--- config.mk ---
export PLATFORM = sky130hd
export DESIGN_NAME = config_readback_flat
export DESIGN_NICKNAME = d
export VERILOG_FILES = /design/src/rtl/config_readback_pkg.sv /design/src/rtl/config_readback_if.sv /design/src/rtl/config_readback_frame_byte_select.sv /design/src/rtl/config_readback.sv /design/src/flat_wrapper.sv
export SDC_FILE = /design/constraint.sdc
export NUM_CORES = 1
export LEC_CHECK = 0
export ABC_CLOCK_PERIOD_IN_PS = 4200
export CORE_MARGIN = 5
export CORE_UTILIZATION = 48
export DETAILED_ROUTE_END_ITERATION = 8
export PLACE_DENSITY = 0.87
export SYNTH_ARGS = -nofsm -noshare
export SYNTH_HDL_FRONTEND = slang
export SYNTH_HIERARCHICAL = 1
export SYNTH_SLANG_ARGS = --single-unit
--- constraint.sdc ---
create_clock -name clk -period 4.2 [get_ports clk]
set_input_delay 0.84 -clock clk [delete_from_list [all_inputs] [get_ports clk]]
set_output_delay 0.84 -clock clk [all_outputs]
set_load 0.02 [all_outputs]
--- src/rtl/config_readback_pkg.sv ---
// config_readback_pkg: shared constants, FSM states and snapshot layout for the config readback frame
package config_pkg;
  localparam logic [7:0] HEADER_DEF = 8'hA5;
  localparam int FRAME_LEN = 24;
  localparam logic [4:0] IDX_CHSEL = 5'd1;
  localparam logic [4:0] IDX_ALINE = 5'd2;
  localparam logic [4:0] IDX_PULSE = 5'd3;
  localparam logic [4:0] IDX_DELAY = 5'd7;
  localparam logic [4:0] IDX_CSUM = 5'd23;
  typedef enum logic [2:0] {IDLE, SEND, WAIT_HI, WAIT_LO, GAP, DONE} state_t;
  typedef struct packed {
    logic [7:0] chsel;
    logic [4:0] aline;
    logic [31:0] pulse;
    logic [127:0] delays;
  } cfg_t;
endpackage

--- src/rtl/config_readback_if.sv ---
// config_readback_if: UART TX byte handshake (tx_data/tx_start from the serializer, tx_busy back from the transmitter)
interface config_readback_if;
  logic [7:0] tx_data;
  logic tx_start;
  logic tx_busy;
  modport master(output tx_data, output tx_start, input tx_busy);
  modport slave(input tx_data, input tx_start, output tx_busy);
endinterface

--- src/rtl/config_readback_frame_byte_select.sv ---
// frame_byte_select: combinational mux returning frame byte i_idx of the snapshot
// Ports: i_cfg snapshot, i_idx byte index 0..23, i_csum running checksum, o_byte selected byte
module frame_byte_select
  import config_pkg::*;
#(
  parameter logic [7:0] HEADER = HEADER_DEF
) (
  input  cfg_t       i_cfg,
  input  logic [4:0] i_idx,
  input  logic [7:0] i_csum,
  output logic [7:0] o_byte
);
  logic [1:0] w_p;
  logic [3:0] w_d;
  logic [7:0] w_pulse_byte;
  logic [7:0] w_delay_byte;
  assign w_p = 2'(i_idx - IDX_PULSE);
  assign w_d = 4'(i_idx - IDX_DELAY);
  // pulse goes MSB first: byte p sits at bit offset 8*(3-p)
  assign w_pulse_byte = 8'(i_cfg.pulse >> {~w_p, 3'b000});
  // channel w_d[3:1]; even offset is the high byte (+8), odd the low byte
  assign w_delay_byte = 8'(i_cfg.delays >> {w_d[3:1], ~w_d[0], 3'b000});
  always_comb
    o_byte = (i_idx == 5'd0)      ? HEADER :
             (i_idx == IDX_CHSEL) ? i_cfg.chsel :
             (i_idx == IDX_ALINE) ? {3'b000, i_cfg.aline} :
             (i_idx <  IDX_DELAY) ? w_pulse_byte :
             (i_idx <  IDX_CSUM)  ? w_delay_byte : i_csum;
endmodule

--- src/rtl/config_readback.sv ---
// config_readback: snapshots the stored configuration and streams it as a 24-byte checksummed frame to a UART TX
// Ports: clk, rst (async active-low), start/intaking_configs request gating, channel_select/aline_select/
// pulse_shape/delays config inputs, tx (byte handshake master), busy/done frame status
module config_readback
  import config_pkg::*;
#(
  parameter logic [7:0] HEADER = HEADER_DEF,
  parameter int GAP_CYCLES = 0
) (
  input  logic                clk,
  input  logic                rst,
  input  logic                start,
  input  logic                intaking_configs,
  input  logic [7:0]          channel_select,
  input  logic [4:0]          aline_select,
  input  logic [31:0]         pulse_shape,
  input  logic [127:0]        delays,
  config_readback_if.master   tx,
  output logic                busy,
  output logic                done
);
  state_t r_state, w_next;
  cfg_t r_cfg;
  logic [4:0] r_idx;
  logic [7:0] r_csum;
  logic [7:0] r_tx_data;
  logic r_tx_start;
  logic [15:0] r_gap;
  logic [7:0] w_byte;
  logic w_load, w_send, w_adv;
  frame_byte_select #(.HEADER(HEADER)) u_sel (
    .i_cfg (r_cfg),
    .i_idx (r_idx),
    .i_csum(r_csum),
    .o_byte(w_byte)
  );
  always_ff @(posedge clk or negedge rst)
    if (!rst) r_state <= IDLE;
    else r_state <= w_next;
  always_comb begin
    w_next = r_state;
    w_load = 1'b0;
    w_send = 1'b0;
    w_adv = 1'b0;
    case (r_state)
      IDLE: begin
        w_load = start && !intaking_configs;
        w_next = w_load ? SEND : IDLE;
      end
      SEND: begin
        w_send = !tx.tx_busy;
        w_next = w_send ? WAIT_HI : SEND;
      end
      WAIT_HI: w_next = tx.tx_busy ? WAIT_LO : WAIT_HI;
      WAIT_LO: begin
        w_adv = !tx.tx_busy && r_idx != IDX_CSUM;
        w_next = tx.tx_busy ? WAIT_LO : (r_idx == IDX_CSUM) ? DONE : (GAP_CYCLES > 0) ? GAP : SEND;
      end
      GAP: w_next = (r_gap == 16'(GAP_CYCLES - 1)) ? SEND : GAP;
      DONE: w_next = IDLE;
      default: w_next = IDLE;
    endcase
  end
  always_ff @(posedge clk or negedge rst)
    if (!rst) begin
      r_cfg <= '0;
      r_idx <= '0;
      r_csum <= '0;
      r_tx_data <= '0;
      r_tx_start <= 1'b0;
      r_gap <= '0;
    end else begin
      r_tx_start <= w_send;
      r_gap <= (r_state == GAP) ? r_gap + 16'd1 : '0;
      if (w_load) begin
        r_cfg <= '{chsel: channel_select, aline: aline_select, pulse: pulse_shape, delays: delays};
        r_idx <= '0;
        r_csum <= '0;
      end
      if (w_send) begin
        r_tx_data <= w_byte;
        // header and the checksum byte itself are excluded from the sum
        if (r_idx >= IDX_CHSEL && r_idx < IDX_CSUM) r_csum <= r_csum + w_byte;
      end
      if (w_adv) r_idx <= r_idx + 5'd1;
    end
  assign tx.tx_data = r_tx_data;
  assign tx.tx_start = r_tx_start;
  assign busy = r_state != IDLE && r_state != DONE;
  assign done = r_state == DONE;
endmodule

--- src/flat_wrapper.sv ---
// flat-port wrapper written by rule: the top's interface ports become plain ports
module config_readback_flat import config_pkg::*;
#(
  parameter logic [7:0] HEADER = HEADER_DEF,
  parameter int GAP_CYCLES = 0
)
  (clk, rst, start, intaking_configs, channel_select, aline_select, pulse_shape, delays, busy, done, tx_tx_data, tx_tx_start, tx_tx_busy);
  config_readback_if tx_i ();
  input  logic clk;
  input  logic rst;
  input  logic start;
  input  logic intaking_configs;
  input  logic [7:0] channel_select;
  input  logic [4:0] aline_select;
  input  logic [31:0] pulse_shape;
  input  logic [127:0] delays;
  output logic busy;
  output logic done;
  output wire logic [$bits(tx_i.tx_data)-1:0] tx_tx_data;
  output wire logic [$bits(tx_i.tx_start)-1:0] tx_tx_start;
  input wire logic [$bits(tx_i.tx_busy)-1:0] tx_tx_busy;
  assign tx_tx_data = tx_i.tx_data;
  assign tx_tx_start = tx_i.tx_start;
  assign tx_i.tx_busy = tx_tx_busy;
  config_readback #(.HEADER(HEADER), .GAP_CYCLES(GAP_CYCLES)) u_core (.clk(clk), .rst(rst), .start(start), .intaking_configs(intaking_configs), .channel_select(channel_select), .aline_select(aline_select), .pulse_shape(pulse_shape), .delays(delays), .tx(tx_i), .busy(busy), .done(done));
endmodule
# Word-level counts from Yosys, hierarchy flattened
# Index checks and enable logic that the tools add are counted.
[totals] register_bits=214 out_inout_bits=11 wordCells=64
[classes] n_addsub=5 n_lt_le_gt_ge=3 eq_ne=11 n_shift=2 mux=21 bitwise=2 n_reduce_logical=10
[ops] operator="$shr 128x7->8" count=1
[ops] operator="$mux 8" count=8
[ops] operator="$shr 32x5->8" count=1
[ops] operator="$add 16x1->16 const B" count=1
[ops] operator="$eq 16x16->1 const B" count=1
[ops] operator="$mux 16" count=1
[ops] operator="$pmux 3 s5" count=1
[ops] operator="$mux 5" count=2
[ops] operator="$mux 3" count=3
[ops] operator="$add 8x8->8" count=1
[ops] operator="$eq 3x2->1 const B" count=2
[ops] operator="$eq 3x3->1 const B" count=2
[ops] operator="$add 5x1->5 const B" count=1
[ops] operator="$eq 5x1->1 const B" count=1
[ops] operator="$eq 5x2->1 const B" count=1
[ops] operator="$eq 5x5->1 const B" count=1
[ops] operator="$ge 5x1->1 const B" count=1
[ops] operator="$logic_not 5->1" count=1
[ops] operator="$lt 5x3->1 const B" count=1
[ops] operator="$lt 5x5->1 const B" count=1
[ops] operator="$mux 1" count=5
[ops] operator="$ne 5x5->1 const B" count=1
[ops] operator="$logic_and 1x1->1" count=4
[ops] operator="$sub 4x3->4 const B" count=1
[ops] operator="10 further kinds" count=11

# Longest topological paths before layout
[logic_depth] ltp_word=11 ltp_mapped=18 mapped_depth_nobuf=14

# By module
# The synthesis kept the hierarchy.
[modules_own_cells] module="config_readback" instances=1 cells_per_inst=573 area_each_um2=8555.7
[modules_own_cells] module="frame_byte_select" instances=1 cells_per_inst=145 area_each_um2=1660.3

# Worst setup path after synthesis
# OpenSTA, ideal clock, no wires.
[synth_path] path_kind="register -> register" from="register u_core.r_idx[0]" to="register u_core.r_csum[7]" arrival_time_ns=3.999 setup_slack_ns=0.077 path_stages_with_launch=17 path_cell_list="dfrtp_1 -> buf_6 -> buf_2 -> inv_1 -> ha_1 -> buf_4 -> buf_2 -> mux4_2 -> a22oi_1 -> o211ai_1 -> a221o_1 -> ha_1 -> o211a_1 -> o21ai_0 -> a32oi_1 -> mux2_2 -> mux2i_1"
[synth_between] elab_chain_len=11 word_cells_on_any_way=21 classes_between="add/sub (3); order compare (3); eq/ne (2); shift (2); mux (7); bitwise (2); reduce/logical (2)"
[synth_rtl] item="start, declared" line_no="config_readback.sv:24" rtl="logic [4:0] r_idx;"
[synth_rtl] item="start signal, assigned" line_no="config_readback.sv:85" rtl="if (w_adv) r_idx <= r_idx + 5'd1;"
[synth_rtl] item="$sub 4x3->4" line_no="config_readback_frame_byte_select.sv:18" rtl="assign w_d = 4'(i_idx - IDX_DELAY);"
[synth_rtl] item="$not 1->1" line_no="config_readback_frame_byte_select.sv:22" rtl="assign w_delay_byte = 8'(i_cfg.delays >> {w_d[3:1], ~w_d[0], 3'b000});"
[synth_rtl] item="$shr 128x7->8" line_no="config_readback_frame_byte_select.sv:22"
[synth_rtl] item="$mux 8" line_no="config_readback_frame_byte_select.sv:28" rtl="(i_idx < IDX_CSUM) ? w_delay_byte : i_csum;"
[synth_rtl] item="$mux 8" line_no="config_readback_frame_byte_select.sv:27" rtl="(i_idx < IDX_DELAY) ? w_pulse_byte :"
[synth_rtl] item="$mux 8" line_no="config_readback_frame_byte_select.sv:26" rtl="(i_idx == IDX_ALINE) ? {3'b000, i_cfg.aline} :"
[synth_rtl] item="$mux 8" line_no="config_readback_frame_byte_select.sv:25" rtl="(i_idx == IDX_CHSEL) ? i_cfg.chsel :"
[synth_rtl] item="$mux 8 *" line_no="config_readback_frame_byte_select.sv:24" rtl="o_byte = (i_idx == 5'd0) ? HEADER :"
[synth_rtl] item="via u_core.w_byte[3]" line_no="config_readback.sv:29" rtl="logic [7:0] w_byte;"
[synth_rtl] item="$add 8x8->8 *" line_no="config_readback.sv:83" rtl="if (r_idx >= IDX_CHSEL && r_idx < IDX_CSUM) r_csum <= r_csum + w_byte;"
[synth_rtl] item="$mux 8 *" line_no="config_readback.sv:83"
[synth_rtl] item="$mux 8 *" line_no="config_readback.sv:80" rtl="if (w_send) begin"
[synth_rtl] item="end signal, assigned" line_no="config_readback.sv:83"
[synth_rtl] item="end, declared" line_no="config_readback.sv:25" rtl="logic [7:0] r_csum;"
# The timed path passes the listed nets; every way through them passes the cells marked *.
# A chain may end at the register's enable or synchronous reset.

# Final worst setup path
[layout_path] from="register u_core.r_idx[1]" to="register u_core.r_csum[7]"
[layout_between] elab_chain_len=10 word_cells_on_any_way=20 classes_between="add/sub (3); order compare (3); eq/ne (2); shift (2); mux (7); bitwise (1); reduce/logical (2)"
[layout_rtl] item="$sub 4x3->4 or $sub 2x2->2 (tied branches)" line_no="config_readback_frame_byte_select.sv:18, config_readback_frame_byte_select.sv:17"
[layout_rtl] item="$shr 128x7->8 or $not 2->2 (tied branches)" line_no="config_readback_frame_byte_select.sv:22, config_readback_frame_byte_select.sv:20"
[layout_rtl] item="$mux 8 or $shr 32x5->8 (tied branches)" line_no="config_readback_frame_byte_select.sv:28, config_readback_frame_byte_select.sv:20"
[layout_rtl] item="$mux 8" line_no="config_readback_frame_byte_select.sv:27"
[layout_rtl] item="$mux 8" line_no="config_readback_frame_byte_select.sv:26"
[layout_rtl] item="$mux 8" line_no="config_readback_frame_byte_select.sv:25"
[layout_rtl] item="$mux 8 *" line_no="config_readback_frame_byte_select.sv:24"
[layout_rtl] item="via u_core.w_byte[1]" line_no="config_readback.sv:29"
[layout_rtl] item="$add 8x8->8 *" line_no="config_readback.sv:83"
[layout_rtl] item="$mux 8 *" line_no="config_readback.sv:83"
[layout_rtl] item="$mux 8 *" line_no="config_readback.sv:80"
# Marked as above.

==> key figures <==
Run status
  • Status: finished, final reports clean

Power
  • Clock power frac: 48.1%
  • Comb power frac: under 10%
  • Leakage: 6.16 nW
  • Reg power frac: a little under half
  • Psw: 0.891 mW
  • Internal: 3.51 mW
  • Net Sw Frac: 20.3%
  • Max VDD drop: 0.270 mV
  • PwrDens: 333 mW/mm^2

Timing
  • Setup TNS: 0 ps
  • Worst hold slack: between 300 and 400 ps
  • RSZ-0062 raised after global routing: false
  • Final period util: 95.2%
  • Max frequency: 250 MHz
  • Setup violators final: 0
  • Hold Vio Cnt, Final: 0
  • Max-slew headroom: 46.5%
  • Slew @ Worst Pin: 803 ps
  • Minimum clock period: 4000 ps
  • Layout Skew: 18.0 ps
  • Fin. max-slew vios: 0

Worst setup path
  • CP Launch Type: register
  • Worst Path Max Fanout: 12
  • R2R Setup Slk: slightly above 200 ps
  • Worst path arrival time: 4390 ps
  • Worst R2R Start: u_core/r_idx[1]
  • Setup CP Type: register to register
  • Crit end category: register
  • R2r endpoint: u_core/r_csum[7]
  • Worst r2r path cells: 13
  • CP required: approximately 4600 ps

Logic synthesis
  • Synth top area cells: dfrtp_1 (52%), mux2_2 (20%), mux4_2 (8.8%)
  • Main synth FF type: dfrtp_1
  • Synth async-reset ratio: 100%
  • Synthesized cell area: ~0.010 mm^2
  • Yosys warns: 6
  • Post-synth net total: 911
  • Synthesized flop and latch total: 214
  • Largest area contributor in the netlist: dfrtp_1
  • Syn_area_per_cell: 14.2 um^2
  • Seq/Total Area, Yosys: between 50% and 60%
  • EDFF count, synth: 0
  • Post-Syn Instances: slightly above 700
  • Yosys cell types: 58
  • Area share of the largest cell type after synthesis: between 50% and 60%

Finish
  • Fraction of layout instances using a drive strength above 1: ~31%
  • FF+latch area: 0.00536 mm^2
  • Layout Utilization: 62.8%
  • Synth-to-layout area growth: 29.1%
  • # fillers: 1525
  • Most frequent cells in the layout: dfrtp_1 (213), clkdlybuf4s50_1 (187), mux2_2 (182)
  • N_diodes: 0
  • Commonest non-fill, non-tap cell in the layout: dfrtp_1
  • Fin nets: 1100
  • Area of the multi-input gates: around 0.0046 mm^2

Clock tree
  • CTS root buf: clkbuf_16
  • Clock transition at path regs: ~60 ps
  • Bufs on Longest Clock Path: 3
  • CTS tree: built
  • Hold buffers post-CTS: 0
  • H-tree depth: 1
  • Sink Count: 214
  • TritonCTS Buffers: 23
  • Clk_lat worst skew: 520 ps

Global route
  • First-pass GRT wire length: slightly below 40000 um
  • Tot GR Track Use: 20.2%
  • Initial antenna violation count: 3
  • Vias in the first global route: 7228
  • Pin count of the biggest net entering global routing: 102
  • Grt ovf: 0

Placed design
  • IO buf count: 188
  • Global placer's final weighted congestion: between 0.9 and 1
  • Dpl hpwl: 18000 um

Die
  • Die Wd: 156 um
  • Core area: 0.0210 mm^2
  • Starting Density: 48.6%
  • Die height: about 160 um
  • Num rows: 53
  • Die area: 0.0243 mm^2
  • Top Ports: about 190

Route
  • First drt pass iteration count: 7
  • Post-route ant nets: 0
  • Routed vias: 6594
  • Routed WL: 24700 um
  • WL per Instance: around 21 um
  • Drt drc: 0
  • Vias per cell: ~5.5
  • Initial DRC Count: 381

Worst hold path
  • Worst Hold Class: primary input to asynchronous set/reset pin

Job
  • Max cap viols: 0
-- cells by family (layout without fill, tap and decap cells) --
family	Yosys count	in the layout	share of synthesized area, %
muxes	243	243	30.9
xor gates and xnor gates	22	22	2.07
DFF	214	214	52.4
AOI/OAI and AO/OA	63	63	4.48
adders and majority gates	15	15	1.91
and+or+nand+nor	106	106	5.24
buffers and inverters	55	259	2.94
-- worst max path at each step --
stage | from | to | slack, ps
global route | u_core/r_idx[1] | u_core/r_csum[6] | 70
finish | u_core/r_idx[1] | u_core/r_csum[7] | 200
global placement | u_core/r_idx[0] | u_core/r_csum[6] | 460
CTS | u_core/r_idx[0] | u_core/r_csum[6] | 200
detailed placement | u_core/r_idx[0] | u_core/r_csum[7] | 250
floorplan | u_core/r_idx[0] | u_core/r_csum[7] | 80
-- sequential cells by signal, indices dropped and copies added (netlist names) --
| register | flops |
|---|---|
| u_core/r_cfg | 173 |
| u_core/r_gap | 16 |
| u_core/r_idx | 5 |
| u_core/r_csum | 8 |
| u_core/tx.tx_start | 1 |
| u_core/tx.tx_data | 8 |
| u_core/r_state | 3 |
-- worst max-delay path, stage by stage (launching register included) --
cell and delay [ps]:
dfrtp_1 370, buf_4 180, ha_1 250, xor2_4 490, mux4_2 400, mux2i_1 280, o211ai_1 130, a221o_1 360
ha_1 290, a21o_1 200, o21ai_0 310, a32oi_1 170, mux2_2 310, mux2i_1 120
-- routing by layer --
layer	GRT usage, %	up-vias	part of all wire, %
met1	25.0	3317	39
met4	5.09	6	2.4
li1	-	3020	-
met3	5.58	51	7.2
met5	0	-	0.16
met2	35.3	200	52
-- power by group through the flow --
| stage | clock network (mW) | logic (mW) | registers, mW |
|---|---|---|---|
| CTS | 2.16 | 0.228 | 2.06 |
| floorplan | 0 | 0.00212 | 2.10 |
| global route | 2.23 | 0.239 | 2.06 |
| finish | 2.11 | 0.222 | 2.06 |
| global placement | 0 | 0.225 | 2.10 |
| detailed placement | 0 | 0.227 | 2.10 |
-- repair_timing --
item / 4_1_cts / 5_1_grt
gates resized for setup: 0 / 3
endpoints found under the setup margin: 0 / 1
buffers inserted: 0 / 0
-- cells in the mapped netlist (2+ instances only) --
| cell type | n |
|---|---|
| o221ai_1 | 2 |
| o21ai_1 | 3 |
| a31oi_1 | 2 |
| mux4_2 | 40 |
| o31ai_1 | 3 |
| inv_1 | 14 |
| nand2_1 | 16 |
| nor3_1 | 4 |
| nand3_1 | 18 |
| mux2_2 | 182 |
| nor2b_1 | 4 |
| a22oi_1 | 5 |
| dfrtp_1 | 214 |
| o21a_1 | 5 |
| a221o_1 | 3 |
| nor2_1 | 40 |
| buf_4 | 3 |
| ha_1 | 14 |
| xnor2_1 | 7 |
| buf_2 | 24 |
| o211ai_1 | 3 |
| nand4_1 | 2 |
| a21oi_1 | 11 |
| nor3b_1 | 2 |
| mux2i_1 | 21 |
| o21ai_0 | 11 |
| and3_1 | 8 |
| buf_6 | 7 |
| and4_1 | 2 |
| clkbuf_1 | 6 |
| xor2_1 | 14 |
| or3_1 | 2 |
-- through the flow --
step | instances | total power, mW | setup WS (ps) | cell area, um^2
after floorplan | 718 | 2.10 | 76.7 | 10200
after global routing | 1197 | 4.53 | 70.3 | 13200
final | 1197 | 4.40 | 203 | 13200
after detailed placement | 1157 | 2.33 | 246 | 12400
after CTS | 1197 | 4.45 | 204 | 13200
after global placement | 1157 | 2.32 | 459 | 12400
-- final cells by class --
class | instances | share of cell area, %
clock buffers | 31 | 4.74
clock inverters | 9 | 1.21
inverters | 14 | 0.398
multi-input cells | 449 | 34.8
flip-flops and latches | 214 | 40.6
well taps | 275 | 2.61
repair buffers | 205 | 15.7
(Power assumes the default switching activity.)
